`config.mk`:
```
export PLATFORM = sky130hd
export DESIGN_NAME = inst_mem_loader
export DESIGN_NICKNAME = d
export VERILOG_FILES = /design/src/rtl/inst_loader_pkg.sv /design/src/rtl/loader_word_pack.sv /design/src/rtl/inst_mem_loader.sv
export SDC_FILE = /design/constraint.sdc
export NUM_CORES = 1
export LEC_CHECK = 0
export ABC_AREA = 0
export BUFFER_PORTS_ARGS = -buffer_cell sky130_fd_sc_hd__buf_2
export CORE_UTILIZATION = 55
export CTS_CLUSTER_DIAMETER = 200
export CTS_CLUSTER_SIZE = 30
export DETAILED_ROUTE_END_ITERATION = 6
export GPL_ROUTABILITY_DRIVEN = 1
export HOLD_SLACK_MARGIN = 0.03
export PLACE_DENSITY = 0.81
export SYNTH_ARGS = -nofsm -noshare
export SYNTH_HDL_FRONTEND = slang
export SYNTH_HIERARCHICAL = 1
export SYNTH_SLANG_ARGS = --single-unit
```
`constraint.sdc`:
```
create_clock -name clk -period 5.9 [get_ports clk]
set_input_delay 0.295 -clock clk [delete_from_list [all_inputs] [get_ports clk]]
set_output_delay 0.295 -clock clk [all_outputs]
set_load 0.02 [all_outputs]
```
`src/rtl/inst_loader_pkg.sv`:
```
`default_nettype none
// ============================================================================
// Module   : inst_loader_pkg
// Purpose  : Shared types and constants for the instruction-memory loader.
//            Holds the loader state encoding, byte/word geometry, the
//            byte-index width and the checksum width.
// Revision : 1.0 - initial release
// ============================================================================
package inst_loader_pkg;

    localparam int BYTE_W     = 8;
    localparam int WORD_BYTES = 4;
    localparam int WORD_W     = BYTE_W * WORD_BYTES;
    localparam int BIDX_W     = $clog2(WORD_BYTES);
    localparam int CSUM_W     = 8;

    typedef enum logic [2:0] {
        S_IDLE = 3'd0,
        S_HDR  = 3'd1,
        S_DATA = 3'd2,
        S_CHK  = 3'd3,
        S_DONE = 3'd4,
        S_ERR  = 3'd5
    } state_e;

endpackage : inst_loader_pkg
`default_nettype wire

```
`src/rtl/loader_word_pack.sv`:
```
`default_nettype none
// ============================================================================
// Module   : loader_word_pack
// Purpose  : Shifts stream bytes MSB-first into a 32-bit word. word_full_o
//            is raised combinationally while the 4th byte of a word is being
//            accepted; word_o then carries the complete packed word.
// Ports    : clk          - system clock, rising edge
//            reset_n      - asynchronous active-low reset
//            clr_i        - synchronous clear of the partial word
//            byte_valid_i - byte_i is shifted in this cycle
//            byte_i       - stream byte
//            word_o       - packed word including the current byte
//            word_full_o  - current byte completes a word
// Revision : 1.0 - initial release
// ============================================================================
module loader_word_pack
    import inst_loader_pkg::*;
(
    input  logic              clk,
    input  logic              reset_n,
    input  logic              clr_i,
    input  logic              byte_valid_i,
    input  logic [BYTE_W-1:0] byte_i,
    output logic [WORD_W-1:0] word_o,
    output logic              word_full_o
);

    logic [WORD_W-1:0] word_q;
    logic [BIDX_W-1:0] bidx_q;

    // Exposing the shifted value (not the stored one) lets the caller capture
    // the full word on the same edge that accepts its last byte.
    assign word_o      = {word_q[WORD_W-BYTE_W-1:0], byte_i};
    assign word_full_o = byte_valid_i && (bidx_q == BIDX_W'(WORD_BYTES - 1));

    always_ff @(posedge clk or negedge reset_n) begin
        if (!reset_n) begin
            word_q <= '0;
            bidx_q <= '0;
        end else if (clr_i) begin
            word_q <= '0;
            bidx_q <= '0;
        end else if (byte_valid_i) begin
            word_q <= word_o;
            bidx_q <= bidx_q + BIDX_W'(1);
        end
    end

endmodule : loader_word_pack
`default_nettype wire

```
`src/rtl/inst_mem_loader.sv`:
```
`default_nettype none
// ============================================================================
// Module   : inst_mem_loader
// Purpose  : Length-prefixed byte-stream loader for the instruction memory.
//            Packs bytes big-endian into words, issues one word-aligned write
//            per word and holds the processor in reset until the image is
//            complete.
// Config   : INST_LOADER_CHECKSUM_EN - when defined, a trailing XOR checksum
//            byte over the count and data bytes is verified in state CHK.
// Ports    : clk, reset_n         - clock / async active-low reset
//            in_valid, in_data    - stream byte input
//            in_ready             - byte accepted when in_valid && in_ready
//            reload               - restart from DONE or ERR
//            wr_en/wr_addr/wr_data- instruction-memory write port
//            cpu_reset            - processor hold (high unless DONE)
//            done, err            - load status
// Revision : 1.0 - initial release
// ============================================================================
module inst_mem_loader
    import inst_loader_pkg::*;
#(
    parameter int DEPTH  = 32,
    parameter int ADDR_W = 32
) (
    input  logic              clk,
    input  logic              reset_n,
    input  logic              in_valid,
    input  logic [BYTE_W-1:0] in_data,
    output logic              in_ready,
    input  logic              reload,
    output logic              wr_en,
    output logic [ADDR_W-1:0] wr_addr,
    output logic [WORD_W-1:0] wr_data,
    output logic              cpu_reset,
    output logic              done,
    output logic              err
);

    localparam int IDX_W = $clog2(DEPTH + 1);

    state_e            state_q, state_d;
    logic [IDX_W-1:0]  widx_q, widx_d;
    logic [IDX_W-1:0]  n_q, n_d;
    logic              wr_en_q;
    logic [ADDR_W-1:0] wr_addr_q;
    logic [WORD_W-1:0] wr_data_q;

    logic              accept;
    logic              pack_clr;
    logic              pack_valid;
    logic              word_full;
    logic [WORD_W-1:0] word;
    logic [31:0]       hdr_count;
    logic              last_word;

`ifdef INST_LOADER_CHECKSUM_EN
    logic [CSUM_W-1:0] csum_q, csum_d;
`endif

    assign in_ready  = (state_q == S_HDR) || (state_q == S_DATA) || (state_q == S_CHK);
    assign accept    = in_valid && in_ready;
    assign hdr_count = 32'(in_data);
    assign last_word = (widx_q == (n_q - IDX_W'(1)));

    assign wr_en     = wr_en_q;
    assign wr_addr   = wr_addr_q;
    assign wr_data   = wr_data_q;
    assign done      = (state_q == S_DONE);
    assign err       = (state_q == S_ERR);
    assign cpu_reset = (state_q != S_DONE);

    loader_word_pack u_pack (
        .clk          (clk),
        .reset_n      (reset_n),
        .clr_i        (pack_clr),
        .byte_valid_i (pack_valid),
        .byte_i       (in_data),
        .word_o       (word),
        .word_full_o  (word_full)
    );

    always_comb begin
        state_d    = state_q;
        n_d        = n_q;
        pack_clr   = 1'b0;
        pack_valid = 1'b0;
        // Index advances on the edge that ends each write strobe.
        widx_d     = wr_en_q ? (widx_q + IDX_W'(1)) : widx_q;
`ifdef INST_LOADER_CHECKSUM_EN
        csum_d     = csum_q;
`endif
        case (state_q)
            S_IDLE: state_d = S_HDR;
            S_HDR: begin
                if (accept) begin
                    n_d      = IDX_W'(hdr_count);
                    widx_d   = '0;
                    pack_clr = 1'b1;
`ifdef INST_LOADER_CHECKSUM_EN
                    csum_d   = in_data;
`endif
                    if (hdr_count == 32'd0) begin
`ifdef INST_LOADER_CHECKSUM_EN
                        state_d = S_CHK;
`else
                        state_d = S_DONE;
`endif
                    end else if (hdr_count > 32'(DEPTH)) begin
                        state_d = S_ERR;
                    end else begin
                        state_d = S_DATA;
                    end
                end
            end
            S_DATA: begin
                pack_valid = accept;
`ifdef INST_LOADER_CHECKSUM_EN
                if (accept) begin
                    csum_d = csum_q ^ in_data;
                end
                // Leave DATA as soon as the last word is packed so the
                // checksum byte can follow with no bubble; the write strobe
                // is registered and still fires next cycle.
                if (word_full && last_word) begin
                    state_d = S_CHK;
                end
`else
                // Release only after the final write strobe, so the last word
                // is in memory before cpu_reset drops.
                if (wr_en_q && last_word) begin
                    state_d = S_DONE;
                end
`endif
            end
`ifdef INST_LOADER_CHECKSUM_EN
            S_CHK: begin
                if (accept) begin
                    state_d = (in_data == csum_q) ? S_DONE : S_ERR;
                end
            end
`endif
            S_DONE, S_ERR: begin
                if (reload) begin
                    state_d = S_HDR;
                end
            end
            default: state_d = S_IDLE;
        endcase
    end

    always_ff @(posedge clk or negedge reset_n) begin
        if (!reset_n) begin
            state_q   <= S_IDLE;
            widx_q    <= '0;
            n_q       <= '0;
            wr_en_q   <= 1'b0;
            wr_addr_q <= '0;
            wr_data_q <= '0;
        end else begin
            state_q   <= state_d;
            widx_q    <= widx_d;
            n_q       <= n_d;
            wr_en_q   <= word_full;
            if (word_full) begin
                wr_addr_q <= ADDR_W'(widx_q) << 2;
                wr_data_q <= word;
            end
        end
    end

`ifdef INST_LOADER_CHECKSUM_EN
    always_ff @(posedge clk or negedge reset_n) begin
        if (!reset_n) begin
            csum_q <= '0;
        end else begin
            csum_q <= csum_d;
        end
    end
`endif

endmodule : inst_mem_loader
`default_nettype wire

```
==> results.rst, run 1 <==
.. list-table::
   :header-rows: 1

   * - Metric
     - Value
   * - Site Rows
     - 29
   * - Cell with the largest stage delay on the worst path
     - sky130_fd_sc_hd__and2_2
   * - Num CTS Buffers
     - 9
   * - Cell Pwr Density
     - 281 nW/um^2
   * - Worst Setup Start Kind
     - flop
   * - Kind of cell adding the most delay to the critical path
     - simple AND/OR/NAND/NOR gates
   * - CP Max Fanout
     - 39
   * - Via total after detailed routing
     - 2165
   * - Shortest period the worst path allows
     - 2.55 ns
   * - Metal2 WL
     - 3.12 mm
   * - Number of antenna violations at the first check in global routing
     - 0
   * - Total inserted antenna cells
     - 0
   * - Routed wire length on met3
     - 221 um
   * - Area growth from synthesis to final layout
     - 9.07%
   * - Initial detailed-routing violation count
     - 120
   * - Vias in the first global route
     - 2128
   * - Yosys warning count
     - 6
   * - Maximum level of the CTS H-tree
     - 3
   * - Top post-synthesis cells by area
     - sky130_fd_sc_hd__dfrtp_1 (55%), sky130_fd_sc_hd__mux2_2 (13%), sky130_fd_sc_hd__mux2i_1 (7.1%)
   * - CP required
     - 6.14 ns
   * - Deepest clock path buffer count
     - 2
   * - Critical Path Stages
     - 5
   * - Wire length reported by the detailed router
     - 6.20 mm
   * - Final global-route overflow total
     - 0
   * - Number of enable-type register cells in the synthesized netlist
     - 0
   * - Synth Cell Area
     - 3640 um^2
   * - Cell Chain, Critical Path
     - nor2_1 > and3_1 > buf_4 > and2_2 > mux2_2
   * - Total leakage power
     - 2.07 nW
   * - Launch instance of the worst register-to-register path
     - state_q[0]
   * - CTS Sinks
     - 80
   * - Yosys top cell area share
     - 54.9%
   * - Clock root cell
     - sky130_fd_sc_hd__clkbuf_8
   * - Gate count after technology mapping
     - 286
   * - Post-synthesis cell type count
     - 39
   * - Placed cell areas
     - 3780 um^2
   * - Routed wirelength normalized by instance count
     - 15.0 um
   * - Cts hold-fix bufs
     - 0
   * - Final #Nets
     - 346
   * - Final hold viol count
     - 0
   * - Final std cell area, no fill
     - 3970 um^2
   * - Number of routed nets with antenna violations
     - 0
   * - Minimum setup slack in the final design
     - 3.35 ns
   * - Total Negative Setup Slacks
     - 0 ns
   * - Post-DP HPWL
     - 4.13 mm
   * - TritonCTS clock tree
     - yes
   * - Most common cell in the synthesized netlist
     - sky130_fd_sc_hd__dfrtp_1
   * - Number of iterations in the first detailed-routing pass
     - 4
   * - Setup skew after layout
     - 0.0116 ns
   * - Critical path class
     - reg -> reg
   * - Clock slew at reported path FFs
     - 0.08 ns
   * - Final cell utilization of the core
     - 62.2%
   * - Setup violation total in the final timing report
     - 0
   * - Largest stage delay, worst path
     - 0.83 ns
   * - Crit path DAT
     - 2.79 ns
   * - Endpoint type of the worst setup path
     - flop
   * - Global-route wire length before repair
     - 10.5 mm
   * - Wl on met1
     - 2.71 mm
   * - Post-CTS Setup Bufs
     - 0
   * - Actual slew at the worst max-slew pin
     - 0.954 ns
   * - Maximum number of pins on one net before global-route repair
     - 81
   * - Ports
     - 81
   * - Final clock period utilization by the worst path
     - 43.3%
   * - Relative slew margins
     - 36.4%
   * - Worst voltage drop across the vdd grid
     - 0.000170 V
   * - Crit path buffers/inverters
     - 1
   * - Chip height
     - 83.4 um
   * - Pins over their slew limit
     - 0
   * - Horizontal die dimension
     - 83.4 um
   * - Die ar.
     - 6950 um^2
   * - Max-Cap Viols
     - 0
   * - Area leader, netlist
     - sky130_fd_sc_hd__dfrtp_1
   * - Overall fraction of global-route tracks in use
     - 19.3%
   * - Reg2Reg Setup Slack
     - 3.35 ns
   * - Total core area
     - 6390 um^2
   * - Remaining routing DRC violations
     - 0
   * - Worst r2r path cells
     - 5
   * - Sequential element share of the synthesized area
     - 54.9%
   * - Fraction of layout instances using a drive strength above 1
     - 35.8%
   * - Number of synthesized register bits
     - 80
   * - Number of filler cells placed in the layout
     - 508
   * - Capture instance of the worst register-to-register path
     - wr_data[2]
   * - Effective utilization at floorplan
     - 57.1%
   * - Most numerous cell types in the synthesized netlist
     - sky130_fd_sc_hd__dfrtp_1 (80), sky130_fd_sc_hd__mux2_2 (42), sky130_fd_sc_hd__nor2_1 (36)
   * - Setup repair after global routing missed its margin
     - false
   * - Number of instances resized during post-cts repair
     - 0
   * - Pre-CTS setup slack
     - 3.32 ns
   * - Achievable Freq
     - 0.392 GHz
   * - Routability Congestion
     - 0.785
   * - Avg Cell Area, Syn
     - 12.7 um^2
   * - Run status
     - complete, no violations
   * - Main flop type after synthesis
     - sky130_fd_sc_hd__dfrtp_1
   * - Worst-Skew Late Latency
     - 0.35 ns
   * - Class of the most critical hold timing path
     - in -> async
   * - Async S/R FF share, synth
     - 100%
   * - Post-DR vias/cell
     - 5.25
   * - Port Buf Inserts
     - 54
   * - Max Used Layer
     - met4
registers in the layout (all words and copies together) (netlist names):
signal and count:
n_q 6, state_q 3, u_pack/bidx_q 2, u_pack/word_q 24, widx_q 6, wr_addr 6
wr_data 32, wr_en 1
cell type report:
type                            count  area (um^2)  area share (%)
Inverter                            3         11.3           0.283
Sequential cell                    80         2000            50.4
Tap cell                           77         96.3            2.42
Multi-Input combinational cell    181         1380            34.8
Clock inverter                      5         57.6            1.45
Timing Repair Buffer               56          288            7.24
Clock buffer                       10          138            3.46
logic make-up (layout without fill, tap and decap cells):
family	after synthesis	in the layout	synth area share (%)
DFF	80	80	54.9
and+or+nand+nor	59	59	7.80
xor gates and xnor gates	13	13	3.50
buffers and inverters	50	74	9.82
adders and majority gates	3	3	1.03
other	1	26	0.103
AOI/OAI and AO/OA	12	12	2.68
muxes	68	68	20.1
report_power, final:
group          internal [mW]  switching [mW]
Clock                  0.205           0.192
Combinational         0.0533          0.0853
Sequential             0.564          0.0185
Total                  0.822           0.296
worst register-to-register path, delay by kind of cell, from the launching register on:
kind	cells	cell delay, ns
simple gates	3	1.20
mux	1	0.44
flops	1	0.42
buf+inv	1	0.38
routing by layer:
metal / vias to the layer above / global-route usage (%)
met5: - / 0
met4: 0 / 9.56
met3: 13 / 4.17
met2: 57 / 30.8
met1: 1098 / 25.1
li1: 997 / -
metrics by stage:
stage / std cells / hold WS, ns / power (mW)
after floorplan: 311 / -0.000591 / 0.711
after global placement: 397 / 0.487 / 0.728
after detailed placement: 397 / 0.490 / 0.733
after CTS: 412 / 0.136 / 1.13
after global routing: 412 / 0.182 / 1.16
final: 412 / 0.105 / 1.12
worst max path at each step:
stage                     startpoint     endpoint  slack (ns)
after floorplan           state_q[0]  wr_data[10]        3.54
after global placement    state_q[0]  wr_data[11]        3.38
after detailed placement  state_q[0]  wr_data[17]        3.32
after CTS                 state_q[0]  wr_data[17]        3.31
after global routing      state_q[0]   wr_addr[7]        3.13
final                     state_q[0]   wr_data[2]        3.35
cell usage in the layout, fill, tap and decap left out, types with 2 or more instances in the layout:
cell type / synthesis / final
sky130_fd_sc_hd__dfrtp_1: 80 / 80
sky130_fd_sc_hd__buf_2: 2 / 53
sky130_fd_sc_hd__mux2_2: 42 / 42
sky130_fd_sc_hd__nor2_1: 36 / 35
sky130_fd_sc_hd__mux2i_1: 26 / 26
sky130_fd_sc_hd__conb_1: 1 / 26
sky130_fd_sc_hd__clkbuf_8: 0 / 10
sky130_fd_sc_hd__xor2_1: 6 / 6
sky130_fd_sc_hd__xnor2_1: 6 / 6
sky130_fd_sc_hd__nand2_1: 5 / 5
sky130_fd_sc_hd__o21ai_0: 5 / 5
sky130_fd_sc_hd__nand4_1: 4 / 4
sky130_fd_sc_hd__inv_1: 3 / 3
sky130_fd_sc_hd__ha_1: 3 / 3
sky130_fd_sc_hd__buf_4: 34 / 3
sky130_fd_sc_hd__nor2_2: 1 / 2
sky130_fd_sc_hd__or3_1: 2 / 2
sky130_fd_sc_hd__clkinv_2: 0 / 2
sky130_fd_sc_hd__clkinv_4: 0 / 2
Power figures use the tool's default switching activity.
==> inputs of run 2 (changes only) <==
Settings changed: CORE_UTILIZATION 55 to 54, PLACE_DENSITY 0.81 to 0.8.
Clock period 5.9 ns to 2.5 ns, I/O delays scaled along.
==> run 2 against run 1 <==
  * The flow now finishes with violations (DRC)
  * Cell count is 0.97% higher
  * Setup slack got worse by 2.8 ns
  * Non-clock buffer count is 3 higher
  * Critical endpoint is now state_q[2]
==> results.rst, run 2 (synthesized netlist as in run 1, its figures left out) <==
.. list-table::
   :header-rows: 1

   * - Metric
     - Value
   * - Cell Pwr Density
     - 686 nW/um^2 (+140%)
   * - Largest stage delay, worst path
     - 0.50 ns (-0.33 ns)
   * - Crit path DAT
     - 2.20 ns (-0.59 ns)
   * - Smallest hold slack
     - 0.0613 ns (-0.0441 ns)
   * - Total Negative Setup Slacks
     - 0 ns (unchanged)
   * - Cell Count, Final, Fillers Out
     - 416 (+0.97%)
   * - Net Sw Power
     - 697 uW (+140%)
   * - CTS Sinks
     - 80 (unchanged)
   * - Achievable Freq
     - 0.521 GHz (+33%)
   * - Number of iterations in the first detailed-routing pass
     - 6 (+2)
   * - Site Rows
     - 29 (unchanged)
   * - Pins over their slew limit
     - 0 (unchanged)
   * - Deepest clock path buffer count
     - 2 (unchanged)
   * - Effective utilization at floorplan
     - 56.7% (-0.32 points)
   * - Final hold viol count
     - 0 (unchanged)
   * - Total inserted antenna cells
     - 0 (unchanged)
   * - Vias in the first global route
     - 2179 (+2.4%)
   * - Largest register FFs
     - 32 (unchanged)
   * - Chip height
     - 84.1 um (+0.90%)
   * - Cell Chain, Critical Path
     - or3_4 > or4_4 > a2111oi_4 > a31o_1
   * - Clock slew at reported path FFs
     - 0.07 ns (about the same)
   * - Num CTS Buffers
     - 9 (unchanged)
   * - Commonest non-fill, non-tap cell in the layout
     - sky130_fd_sc_hd__dfrtp_1
   * - Relative slew margins
     - 33.9% (-2.5 points)
   * - Fraction of power consumed by combinational cells
     - 12.2% (-0.2 points)
   * - CP Max Fanout
     - 3 (-92%)
   * - Number of instances resized during post-cts repair
     - 0 (unchanged)
   * - Via total after detailed routing
     - 2196 (+1.4%)
   * - Total leakage power
     - 2.10 nW (+1.7%)
   * - Worst voltage drop across the vdd grid
     - 0.000410 V (+140%)
   * - Setup repair after global routing missed its margin
     - false
   * - Class of the most critical hold timing path
     - in -> reg
   * - Maximum number of pins on one net before global-route repair
     - 81 (unchanged)
   * - Worst-Skew Late Latency
     - 0.35 ns (about the same)
   * - Final global-route overflow total
     - 0 (unchanged)
   * - Critical path class
     - reg -> reg
   * - Switching power share of the total
     - 25.1% (-1.3 points)
   * - Routed wirelength normalized by instance count
     - 15.2 um (+1.0%)
   * - Crit path buffers/inverters
     - 0 (-1)
   * - Wire length reported by the detailed router
     - 6.32 mm (+2.0%)
   * - Post-DR vias/cell
     - 5.28 (+0.46%)
   * - Horizontal die dimension
     - 84.1 um (+0.90%)
   * - CP required
     - 2.79 ns (-3.35 ns)
   * - Proportion of power drawn by the clock network
     - 38.2% (+2.7 points)
   * - Max-Cap Viols
     - 0 (unchanged)
   * - Final clock period utilization by the worst path
     - 76.8% (+34 points)
   * - Fraction of layout instances using a drive strength above 1
     - 36.3% (+0.46 points)
   * - Clock root cell
     - sky130_fd_sc_hd__clkbuf_8
   * - Overall fraction of global-route tracks in use
     - 19.7% (+0.42 points)
   * - Ports
     - 81 (unchanged)
   * - Setup violation total in the final timing report
     - 0 (unchanged)
   * - Overall power of the completed layout
     - 2.77 mW (+150%)
   * - Initial detailed-routing violation count
     - 110 (-8.3%)
   * - Kind of cell adding the most delay to the critical path
     - simple AND/OR/NAND/NOR gates
   * - Sequential share of power
     - 49.6% (-2.5 points)
   * - Worst Setup Start Kind
     - flop
   * - Number of filler cells placed in the layout
     - 518 (+2.0%)
   * - Maximum level of the CTS H-tree
     - 3 (unchanged)
   * - Shortest period the worst path allows
     - 1.92 ns (-0.633 ns)
   * - Run status
     - finished, violations left
   * - Die ar.
     - 7080 um^2 (+1.8%)
   * - Final #Nets
     - 349 (+0.87%)
   * - Remaining routing DRC violations
     - 16 (+16)
   * - Endpoint type of the worst setup path
     - flop
   * - Total placed cells including tap cells
     - 399 (+0.50%)
   * - Number of routed nets with antenna violations
     - 0 (unchanged)
   * - Post-DP HPWL
     - 4.20 mm (+1.7%)
   * - Global-route wire length before repair
     - 10.7 mm (+2.6%)
   * - Port Buf Inserts
     - 54 (unchanged)
   * - Actual slew at the worst max-slew pin
     - 0.991 ns (+0.0370 ns)
   * - Routability Congestion
     - 0.838 (+6.8%)
   * - TritonCTS clock tree
     - yes
   * - Highest-count cells in the layout ignoring fill and taps
     - sky130_fd_sc_hd__dfrtp_1 (80), sky130_fd_sc_hd__buf_2 (53), sky130_fd_sc_hd__mux2_2 (42), sky130_fd_sc_hd__nor2_1 (35)
   * - Setup skew after layout
     - 0.00522 ns (-0.00639 ns)
   * - Number of antenna violations at the first check in global routing
     - 0 (unchanged)
   * - Internal power summed over all cells
     - 2.08 mW (+150%)
   * - Cell with the largest stage delay on the worst path
     - sky130_fd_sc_hd__or4_4
   * - Violated checks
     - DRC
   * - Area growth from synthesis to final layout
     - 11.1%
   * - Total core area
     - 6420 um^2 (+0.57%)
-- run 2: tightest hold or removal path, delay by kind of cell --
kind,cells,cell delay [ns]
buffers and inverters,1,0.12
AO/OA/AOI/OAI,1,0.06
AND/OR/NAND/NOR,1,0.06
-- run 2: worst paths after layout --
kind | from | endpoint | slack (ns) | depth (start not counted)
min in group asynchronous | reset_n | wr_data[29] | 0.46 | 2
max in group asynchronous | reset_n | wr_addr[4] | 1.37 | 2
worst min-delay path | in_data[1] | n_q[1] | 0.06 | 3
worst min register to register | wr_data[21] | wr_data[21] | 0.51 | 1
worst max-delay path | n_q[0] | state_q[2] | 0.58 | 4
worst max register to register | n_q[0] | state_q[2] | 0.58 | 4
-- run 2: layer usage --
layer	GRT usage (%)	up-vias	routed length [um]
li1	-	1011	-
met3	6.29	9	334
met5	0	-	0
met4	8.78	0	76
met1	25.2	1114	2790
met2	31.1	62	3120
-- run 2: what timing repair did --
action	in CTS	in global routing
endpoints found under the hold margin	80	0
hold buffers	1	0
buffers inserted	0	0
-- run 2: power groups by stage --
stage	Combinational (mW)	Sequential, mW	Clock, mW
floorplan	0.291	1.39	0
global placement	0.326	1.40	0
detailed placement	0.336	1.40	0
CTS	0.340	1.38	1.09
global route	0.375	1.38	1.14
finish	0.339	1.38	1.06
-- run 2: final cells by class --
cell class / count / area, um^2 / share of cell area, %
clock buffers: 11 / 151 / 3.74
repair buffers: 59 / 325 / 8.04
well taps: 77 / 96.3 / 2.38
clock inverters: 5 / 78.8 / 1.95
multi-input cells: 181 / 1380 / 34.1
flip-flops and latches: 80 / 2000 / 49.5
inverters: 3 / 11.3 / 0.278
-- run 2: through the flow --
step / cell area, um^2 / setup WS, ns / utilization [%]
finish: 4050 / 0.580 / 63.0
global route: 4050 / 0.470 / 63.0
CTS: 4050 / 0.575 / 63.0
detailed placement: 3810 / 0.574 / 59.3
global placement: 3810 / 0.641 / 59.3
floorplan: 3740 / 0.145 / -
==> inputs of run 3 (changes only) <==
Settings changed: CORE_UTILIZATION 54 to 49, PLACE_DENSITY 0.8 to 0.76.
Clock period 2.5 ns to 1.75 ns, I/O delays scaled along.
==> run 3 against run 2 <==
  * The flow finishes with violations (setup timing)
  * Critical path depth stayed put
  * Routed wire length is 3.8% higher
  * Global-route usage is 1.4 points lower
  * First-iteration DRC count is 6.4% higher
  * Utilization is 4.1 points lower
  * Non-clock buffer count is 12 higher
  * Setup slack worse by 0.62 ns
  * Critical path type unchanged
  * Critical endpoint unchanged
==> results.rst, run 3 (synthesized netlist as in run 1, its figures left out) <==
.. list-table::
   :header-rows: 1

   * - Metric
     - Value
   * - Maximum level of the CTS H-tree
     - 3 (unchanged)
   * - Largest register FFs
     - 32 (unchanged)
   * - Launch instance of the worst register-to-register path
     - n_q[2]
   * - Horizontal die dimension
     - 88.2 um (+4.9%)
   * - CP Max Fanout
     - 2 (-1)
   * - Clock slew at reported path FFs
     - 0.08 ns (about the same)
   * - Total inserted antenna cells
     - 0 (unchanged)
   * - Cell with the largest stage delay on the worst path
     - sky130_fd_sc_hd__or4_4
   * - Reg2Reg Setup Slack
     - -0.04 ns (-0.62 ns)
   * - Routed wirelength normalized by instance count
     - 14.6 um (-4.1%)
   * - Ports
     - 81 (unchanged)
   * - Hold path depth
     - 3 (unchanged)
   * - Port Buf Inserts
     - 54 (unchanged)
   * - Final clock period utilization by the worst path
     - 102% (+26 points)
   * - Commonest non-fill, non-tap cell in the layout
     - sky130_fd_sc_hd__dfrtp_1
   * - Final hold viol count
     - 0 (unchanged)
   * - Highest-count cells in the layout ignoring fill and taps
     - sky130_fd_sc_hd__dfrtp_1 (80), sky130_fd_sc_hd__buf_2 (52), sky130_fd_sc_hd__nor2_1 (34), sky130_fd_sc_hd__mux2i_1 (26), sky130_fd_sc_hd__conb_1 (26)
   * - Cell Chain, Critical Path
     - or3_4 > or4_4 > a2111oi_4 > a31o_1
   * - Initial detailed-routing violation count
     - 117 (+6.4%)
   * - Die ar.
     - 7780 um^2 (+10%)
   * - Post-DR vias/cell
     - 4.93 (-6.6%)
   * - Vias in the first global route
     - 2160 (-0.87%)
   * - Run status
     - finished, violations left
   * - Max-Cap Viols
     - 0 (unchanged)
   * - Maximum number of pins on one net before global-route repair
     - 53 (-35%)
   * - Crit path DAT
     - 2.08 ns (-0.12 ns)
   * - Number of filler cells placed in the layout
     - 616 (+19%)
   * - Deepest clock path buffer count
     - 2 (unchanged)
   * - Critical path class
     - reg -> reg
   * - Pins over their slew limit
     - 0 (unchanged)
   * - Wire length reported by the detailed router
     - 6.56 mm (+3.8%)
   * - Chip height
     - 88.2 um (+4.9%)
   * - Sequential standard cell area
     - 2000 um^2 (unchanged)
   * - Endpoint type of the worst setup path
     - flop
   * - CTS Sinks
     - 80 (unchanged)
   * - Class of the most critical hold timing path
     - in -> reg
   * - Setup skew after layout
     - 0.00831 ns (+0.00309 ns)
   * - Number of routed nets with antenna violations
     - 0 (unchanged)
   * - Total Negative Setup Slacks
     - -0.0408 ns (-0.0408 ns)
   * - Setup violation total in the final timing report
     - 1 (+1)
   * - Area growth from synthesis to final layout
     - 16.7%
   * - Effective utilization at floorplan
     - 50.5% (-6.2 points)
   * - Worst Hold End
     - n_q[0]
   * - Worst voltage drop across the vdd grid
     - 0.000452 V (+10%)
   * - Shortest period the worst path allows
     - 1.79 ns (-0.129 ns)
   * - Violated checks
     - setup timing
   * - Achievable Freq
     - 0.558 GHz (+7.2%)
   * - Remaining routing DRC violations
     - 0 (-16)
   * - Post-DP HPWL
     - 4.46 mm (+6.1%)
   * - Largest stage delay, worst path
     - 0.44 ns (-0.06 ns)
   * - Cell Count, Final, Fillers Out
     - 450 (+8.2%)
   * - Setup repair after global routing missed its margin
     - true
   * - Total leakage power
     - 2.17 nW (+3.1%)
   * - Total core area
     - 7210 um^2 (+12%)
   * - Number of antenna violations at the first check in global routing
     - 0 (unchanged)
   * - Total placed cells including tap cells
     - 431 (+8.0%)
   * - Total area of multi-input combinational cells
     - 1470 um^2 (+6.1%)
   * - Fraction of layout instances using a drive strength above 1
     - 38.7% (+2.5 points)
   * - Worst-Skew Late Latency
     - 0.35 ns (about the same)
   * - Capture instance of the worst register-to-register path
     - state_q[2]
   * - Worst r2r path cells
     - 4 (unchanged)
   * - Minimum setup slack in the final design
     - -0.0408 ns (-0.621 ns)
   * - TritonCTS clock tree
     - yes
   * - Routability Congestion
     - 0.775 (-7.5%)
   * - Smallest hold slack
     - 0.0374 ns (-0.0240 ns)
   * - HP Start
     - in_data[0]
   * - Pre-CTS setup slack
     - -0.148 ns (-0.722 ns)
   * - Site Rows
     - 31 (+6.9%)
   * - Cell Pwr Density
     - 921 nW/um^2 (+34%)
   * - Overall fraction of global-route tracks in use
     - 18.3% (-1.4 points)
   * - CP required
     - 2.04 ns (-0.75 ns)
   * - Final #Nets
     - 361 (+3.4%)
   * - Via total after detailed routing
     - 2219 (+1.0%)
   * - Final global-route overflow total
     - 0 (unchanged)
   * - Clock root cell
     - sky130_fd_sc_hd__clkbuf_8
   * - Global-route wire length before repair
     - 10.6 mm (-0.90%)
   * - Num CTS Buffers
     - 9 (unchanged)
   * - Worst Setup Start Kind
     - flop
   * - Number of iterations in the first detailed-routing pass
     - 4 (-2)
==> run 3: cell types whose count changed in the layout (fill, tap and decap cells not counted), moves of 2 or more <==
cell / previous run / this run
sky130_fd_sc_hd__buf_4: 4 / 14
sky130_fd_sc_hd__mux2_4: 0 / 20
sky130_fd_sc_hd__mux2_2: 42 / 22
sky130_fd_sc_hd__clkinvlp_4: 0 / 2
sky130_fd_sc_hd__buf_12: 1 / 3
==> run 3: how the worst max path moves through the flow <==
stage               start          end  slack, ns  depth (start not counted)
2_1_floorplan  state_q[2]  wr_data[10]      -0.10                          8
3_3_place_gp       n_q[1]   state_q[2]       -0.1                          4
3_5_place_dp       n_q[1]   state_q[2]      -0.15                          4
4_1_cts            n_q[2]   state_q[2]      -0.04                          4
5_1_grt            n_q[0]   state_q[2]      -0.09                          4
6_report           n_q[2]   state_q[2]      -0.04                          4
==> run 3: worst max-delay path: cells and delay by family (launching register included) <==
family / cells / cell delay [ns]
compound gates: 2 / 0.53
simple gates: 2 / 0.83
flops: 1 / 0.39
==> run 3: timing repair <==
| action | CTS | global route |
|---|---|---|
| pin swaps | 5 | 1 |
| gates resized for setup | 0 | 2 |
| buffers inserted | 0 | 1 |
| hold buffers | 2 | 0 |
| hold endpoints to repair | 29 | 0 |
| setup endpoints to repair | 2 | 3 |
==> run 3: routing by layer <==
layer  vias to the layer above  track usage (%)  share of wire [%]
li1                       1033                -                  -
met1                      1118             25.1                 47
met2                        57             27.9                 47
met3                        11             4.48                3.6
met4                         0             8.21                2.0
met5                         -                0                  0
==> run 3: area by class of cell <==
| type | instances | share of cell area [%] |
|---|---|---|
| clock inverters | 6 | 1.59 |
| repair buffers | 71 | 10.5 |
| flip-flops and latches | 80 | 47.1 |
| multi-input cells | 181 | 34.5 |
| inverters | 3 | 0.265 |
| well taps | 99 | 2.91 |
| clock buffers | 10 | 3.24 |
==> run 3: power by group <==
| group | leakage (nW) | internal, mW | switching [mW] |
|---|---|---|---|
| combinational | 0.973 | 0.248 | 0.322 |
| sequential | 1.10 | 1.90 | 0.0515 |
| clock | 0.0989 | 0.703 | 0.690 |
==> run 3: metrics by stage <==
stage / power (mW) / instance area (um^2) / utilization (%)
finish: 3.92 / 4250 / 58.9
global route: 4.09 / 4250 / 58.9
CTS: 3.92 / 4240 / 58.7
detailed placement: 2.54 / 4010 / 55.6
global placement: 2.52 / 4010 / 55.6
floorplan: 2.40 / 3880 / -
